--- src/rtl/core_bus_bridge.sv ---
`default_nettype none
// ============================================================================
//  Module   : core_bus_bridge
//  Purpose  : Arbitrates the core's instruction port (ibus) and data port
//             (dbus) onto a single cache/memory bus (cbus). Only one
//             transaction is in flight at a time. Request fields are latched
//             at grant, and the completion is returned as a one-cycle
//             registered data_ok pulse to the port that owns the transaction.
//  Revision : 1.0 - initial release
//
//  Ports
//    clk, reset          : clock, synchronous active-high reset
//    ireq_*              : fetch request (valid, addr)
//    iresp_*             : fetch completion pulse and 32-bit instruction
//    dreq_*              : data request (valid, addr, size, strobe, data)
//    dresp_*             : data completion pulse and raw 64-bit load word
//    creq_*              : cbus request, held stable while a transaction runs
//    cresp_*             : cbus beat handshake (ready, last, data)
//
//  Build option
//    BRIDGE_ROUND_ROBIN_EN : when defined, a tie (both ports valid in IDLE)
//                            goes to the port that was not served last.
//                            When undefined, the data port always wins a tie.
// ============================================================================
module core_bus_bridge #(
  parameter int         ADDR_W      = 64,
  parameter int         DATA_W      = 64,
  parameter logic [2:0] IFETCH_SIZE = 3'b010
) (
  input  logic              clk,
  input  logic              reset,
  // instruction port
  input  logic              ireq_valid,
  input  logic [ADDR_W-1:0] ireq_addr,
  output logic              iresp_data_ok,
  output logic [31:0]       iresp_data,
  // data port
  input  logic              dreq_valid,
  input  logic [ADDR_W-1:0] dreq_addr,
  input  logic [2:0]        dreq_size,
  input  logic [7:0]        dreq_strobe,
  input  logic [DATA_W-1:0] dreq_data,
  output logic              dresp_data_ok,
  output logic [DATA_W-1:0] dresp_data,
  // cache/memory bus
  output logic              creq_valid,
  output logic              creq_is_write,
  output logic [2:0]        creq_size,
  output logic [ADDR_W-1:0] creq_addr,
  output logic [7:0]        creq_strobe,
  output logic [DATA_W-1:0] creq_data,
  input  logic              cresp_ready,
  input  logic              cresp_last,
  input  logic [DATA_W-1:0] cresp_data
);

  typedef enum logic [1:0] {
    ST_IDLE = 2'd0,
    ST_BUSY = 2'd1,
    ST_RESP = 2'd2
  } state_t;

  typedef enum logic {
    OWN_I = 1'b0,
    OWN_D = 1'b1
  } owner_t;

  state_t              state_q;
  owner_t              owner_q;
  logic                creq_valid_q;
  logic                is_write_q;
  logic [2:0]          size_q;
  logic [ADDR_W-1:0]   addr_q;
  logic [7:0]          strobe_q;
  logic [DATA_W-1:0]   wdata_q;
  logic [DATA_W-1:0]   word_q;
  logic                iresp_ok_q;
  logic                dresp_ok_q;

  logic                tie_pick_d;
  logic                grant_dport;

`ifdef BRIDGE_ROUND_ROBIN_EN
  owner_t              last_owner_q;
  // On a tie, serve whichever port was not served by the previous grant.
  assign tie_pick_d = (last_owner_q == OWN_I);
`else
  assign tie_pick_d = 1'b1;
`endif

  // The data port is granted when it is the only requester, or when both
  // request and the tie-break favours it.
  assign grant_dport = dreq_valid && (!ireq_valid || tie_pick_d);

  always_ff @(posedge clk) begin
    if (reset) begin
      state_q      <= ST_IDLE;
      owner_q      <= OWN_I;
      creq_valid_q <= 1'b0;
      is_write_q   <= 1'b0;
      size_q       <= 3'd0;
      addr_q       <= '0;
      strobe_q     <= 8'd0;
      wdata_q      <= '0;
      word_q       <= '0;
      iresp_ok_q   <= 1'b0;
      dresp_ok_q   <= 1'b0;
`ifdef BRIDGE_ROUND_ROBIN_EN
      last_owner_q <= OWN_D;
`endif
    end else begin
      // data_ok is a single-cycle pulse; only the BUSY->RESP step raises it.
      iresp_ok_q <= 1'b0;
      dresp_ok_q <= 1'b0;

      case (state_q)
        ST_IDLE: begin
          if (ireq_valid || dreq_valid) begin
            state_q      <= ST_BUSY;
            creq_valid_q <= 1'b1;
            if (grant_dport) begin
              owner_q    <= OWN_D;
              addr_q     <= dreq_addr;
              size_q     <= dreq_size;
              strobe_q   <= dreq_strobe;
              wdata_q    <= dreq_data;
              is_write_q <= (dreq_strobe != 8'd0);
            end else begin
              owner_q    <= OWN_I;
              addr_q     <= ireq_addr;
              size_q     <= IFETCH_SIZE;
              strobe_q   <= 8'd0;
              wdata_q    <= '0;
              is_write_q <= 1'b0;
            end
`ifdef BRIDGE_ROUND_ROBIN_EN
            last_owner_q <= grant_dport ? OWN_D : OWN_I;
`endif
          end
        end

        ST_BUSY: begin
          // Every accepted beat overwrites the word, so the last beat wins.
          if (cresp_ready) begin
            word_q <= cresp_data;
            if (cresp_last) begin
              state_q      <= ST_RESP;
              creq_valid_q <= 1'b0;
              iresp_ok_q   <= (owner_q == OWN_I);
              dresp_ok_q   <= (owner_q == OWN_D);
            end
          end
        end

        // One-cycle gap so the core can advance before a new grant is made.
        ST_RESP: begin
          state_q <= ST_IDLE;
        end

        default: begin
          state_q      <= ST_IDLE;
          creq_valid_q <= 1'b0;
        end
      endcase
    end
  end

  assign creq_valid    = creq_valid_q;
  assign creq_is_write = is_write_q;
  assign creq_size     = size_q;
  assign creq_addr     = addr_q;
  assign creq_strobe   = strobe_q;
  assign creq_data     = wdata_q;

  assign iresp_data_ok = iresp_ok_q;
  assign dresp_data_ok = dresp_ok_q;
  // Fetch address bit 2 selects which 32-bit half of the word is the
  // instruction; both sources are registers, so this adds no cbus path.
  assign iresp_data    = addr_q[2] ? word_q[63:32] : word_q[31:0];
  assign dresp_data    = word_q;

endmodule
`default_nettype wire

--- config.mk ---
export PLATFORM = sky130hd
export DESIGN_NAME = core_bus_bridge
export DESIGN_NICKNAME = d
export VERILOG_FILES = /design/src/rtl/core_bus_bridge.sv
export SDC_FILE = /design/constraint.sdc
export NUM_CORES = 1
export LEC_CHECK = 0
export CORE_ASPECT_RATIO = 0.5
export CORE_MARGIN = 4
export CORE_UTILIZATION = 30
export DETAILED_ROUTE_END_ITERATION = 12
export PLACE_DENSITY_LB_ADDON = 0.08
export SKIP_CTS_REPAIR_TIMING = 1
export SLEW_MARGIN = 20
export SYNTH_ARGS = -nofsm -noshare
export SYNTH_HDL_FRONTEND = slang
export SYNTH_SLANG_ARGS = --single-unit
--- constraint.sdc ---
create_clock -name clk -period 3.1 [get_ports clk]
set_clock_uncertainty 0.05 [all_clocks]
set_input_delay 0.62 -clock clk [delete_from_list [all_inputs] [get_ports clk]]
set_output_delay 0.62 -clock clk [all_outputs]
set_load 0.01 [all_outputs]
==> results of run 1 <==
final cells by class:
cell class                 count  area, µm²
fill                        2568      13300
clock inverter                 8        156
multi-input combinational    664       4020
inverter                       2       7.51
tap                          382        478
sequential                   210       4210
clock buffer                  32        669
timing repair buffer         529       5340
critical path, stage by stage (launching register included):
cell and delay, ns:
dfxtp_2 0.31, buf_4 0.41, mux2_2 0.41, clkdlybuf4s50_1 0.50
metal layers:
metal / global-route usage [%] / part of all wire [%] / vias to the layer above
met1: 24.8 / 41 / 4145
met5: 0 / 0 / -
li1: - / - / 4300
met4: 3.72 / 1.7 / 0
met2: 38.4 / 52 / 235
met3: 5.01 / 5.3 / 37
logic make-up after synthesis:
kind of cell	after synthesis	synth area share, %
buffers and inverters	96	5.74
muxes	96	11.5
DFF	210	48.3
AOI/OAI and AO/OA	349	24.4
and+or+nand+nor	219	10.1
state kept, by name (all words and copies together), names as in the netlist:
signal	count
creq_addr	64
creq_data	64
dresp_data	64
creq_strobe	8
creq_size	3
state_q	2
creq_is_write	1
creq_valid	1
dresp_data_ok	1
iresp_data_ok	1
owner_q	1
where the power goes:
part	leakage, nW	switching, W	internal, W
Clock	0.398	0.00113	0.00184
Sequential	1.73	0.000113	0.00289
Combinational	3.29	0.000710	0.000891
Total	5.42	0.00195	0.00562
worst paths after layout:
| path | from | to | slack (ns) | cells after the start |
|---|---|---|---|---|
| worst min-delay path | owner_q | iresp_data_ok | 0.41 | 1 |
| worst max-delay path | creq_addr[2] | iresp_data[5] | 0.26 | 3 |
| worst max register to register | state_q[0] | creq_data[51] | 1.26 | 4 |
| worst min register to register | owner_q | iresp_data_ok | 0.41 | 1 |
layout by cell type (no fill, tap or decap), types with 7 or more instances in the layout:
cell type / instances
a211oi_2: 40
mux2_2: 32
mux2i_1: 64
a21oi_1: 204
a211oi_1: 24
dfxtp_1: 209
clkdlybuf4s50_1: 509
nand2_1: 203
buf_4: 12
clkbuf_16: 23
buf_12: 7
o21ai_0: 72
metrics by stage:
step                      utilization, %  setup WS (ns)
after floorplan                        -           1.26
after global placement              49.9          0.797
after detailed placement            49.9          0.752
after CTS                           52.8          0.235
after global routing                52.8          0.170
final                               52.8          0.263
==> metrics.md, run 1 <==
| Metric | Value |
|---|---|
| Synth top area share | 48.3% |
| Setup CP Type | flop to output pin |
| Count of different cell masters after synthesis | 32 |
| Synth Area per Inst | 8.97 µm² |
| Via Count | 8717 |
| Inserted Diodes | 0 |
| Initial antenna violation count | 0 |
| CTS sink cnt | 210 |
| Worst-path clk slew | 0.07 ns |
| Core area | 28100 µm² |
| Setup TNS | 0 ns |
| CTS tree | yes |
| CTS Buffer Depth | 3 |
| Post-synth top flop | dfxtp_1 |
| Drt initial violations | 508 |
| Gpl congestion | 0.850 |
| First-pass GRT wire length | 53.1 mm |
| Synth area leader | dfxtp_1 |
| Final Cell Area | 14900 µm² |
| RSZ-0062 raised after global routing | no |
| Die span in x | 249 µm |
| Synthesis-stage register bit count | 210 |
| Cells after DPL | 1787 |
| Final hold violations | 0 |
| Leak | 5.42 nW |
| Post-synthesis instance total | 970 |
| Area of the mapped netlist | 8700 µm² |
| Max Freq | 352 MHz |
| Die Y-Extent | 128 µm |
| Worst slew pin tran | 0.728 ns |
| Period utilization | 91.5% |
| HPWL Detailed | 26.5 mm |
| Max transition margin | 51.4% |
| Status | finished clean |
| Layout cell share with drive strength beyond 1 | 9.55% |
| Final WL | 35.6 mm |
| Min Tclk post-route | 2.84 ns |
| Worst Hold Class | flop to flop |
| Vias in the first global route | 8798 |
| Final Non-Filler Cells | 1827 |
| Critical path peak fanout | 34 |
| Nets | 1702 |
| Starting Density | 30.9% |
| Total power | 0.00757 W |
| Req. time, crit path | 2.43 ns |
| CP startpoint kind | flop |
| I/O pin total | 512 |
| Gr usage total | 20.6% |
| GRT overflow | 0 |
| Largest net degree at the start of global routing | 85 |
| Area Overhead vs Synth | 70.9% |
| Post-synth ARST share | 0% |
| Die area | 32000 µm² |
| Count leader, synth | dfxtp_1 |
| Syn_nets | 1243 |
| Num CTS Buffers | 22 |
| CTS root buf | clkbuf_16 |
| Clock latency on the worst-skew pair | 0.50 ns |
| Peak supply drop | 352 µV |
| CP endpoint kind | output pin |
| Sequential-to-total area share from yosys stat | 48.3% |
| Max Cap Violations | 0 |
| Placed cell area | 14000 µm² |
| Power per cell area | 509 nW/µm² |
| Average wire per standard cell | 19.5 µm |
| Antenna Nets Post-Route | 0 |
| Vias per cell | 4.77 |
| Pre-Repair DR Iteration Count | 5 |
| Final setup violation count | 0 |
| Max-slew violation count | 0 |
| Deepest level of the CTS H-tree | 1 |
| Commonest cells in the netlist | 210 x dfxtp_1, 204 x a21oi_1, 203 x nand2_1 |
| Post-synth EDFFs | 0 |
| Worst EP arrival | 2.17 ns |
| Largest cells by area after synthesis | dfxtp_1 48%, a21oi_1 12%, nand2_1 8.8%, mux2i_1 7.4%, a211oi_2 5.8% |
| Row count | 43 |
| Hold slack | 0.406 ns |
| Remaining DRCs | 0 |
| Yosys warnings | 0 |
| # port buffers | 511 |
Note: power is estimated with default switching activity, not from simulation.
==> run 2, diff against run 1 <==
CTS_CLUSTER_SIZE = 28   (was unset)
==> results of run 2 <==
The final DEF is identical to that of run 1; final timing and power are the same.
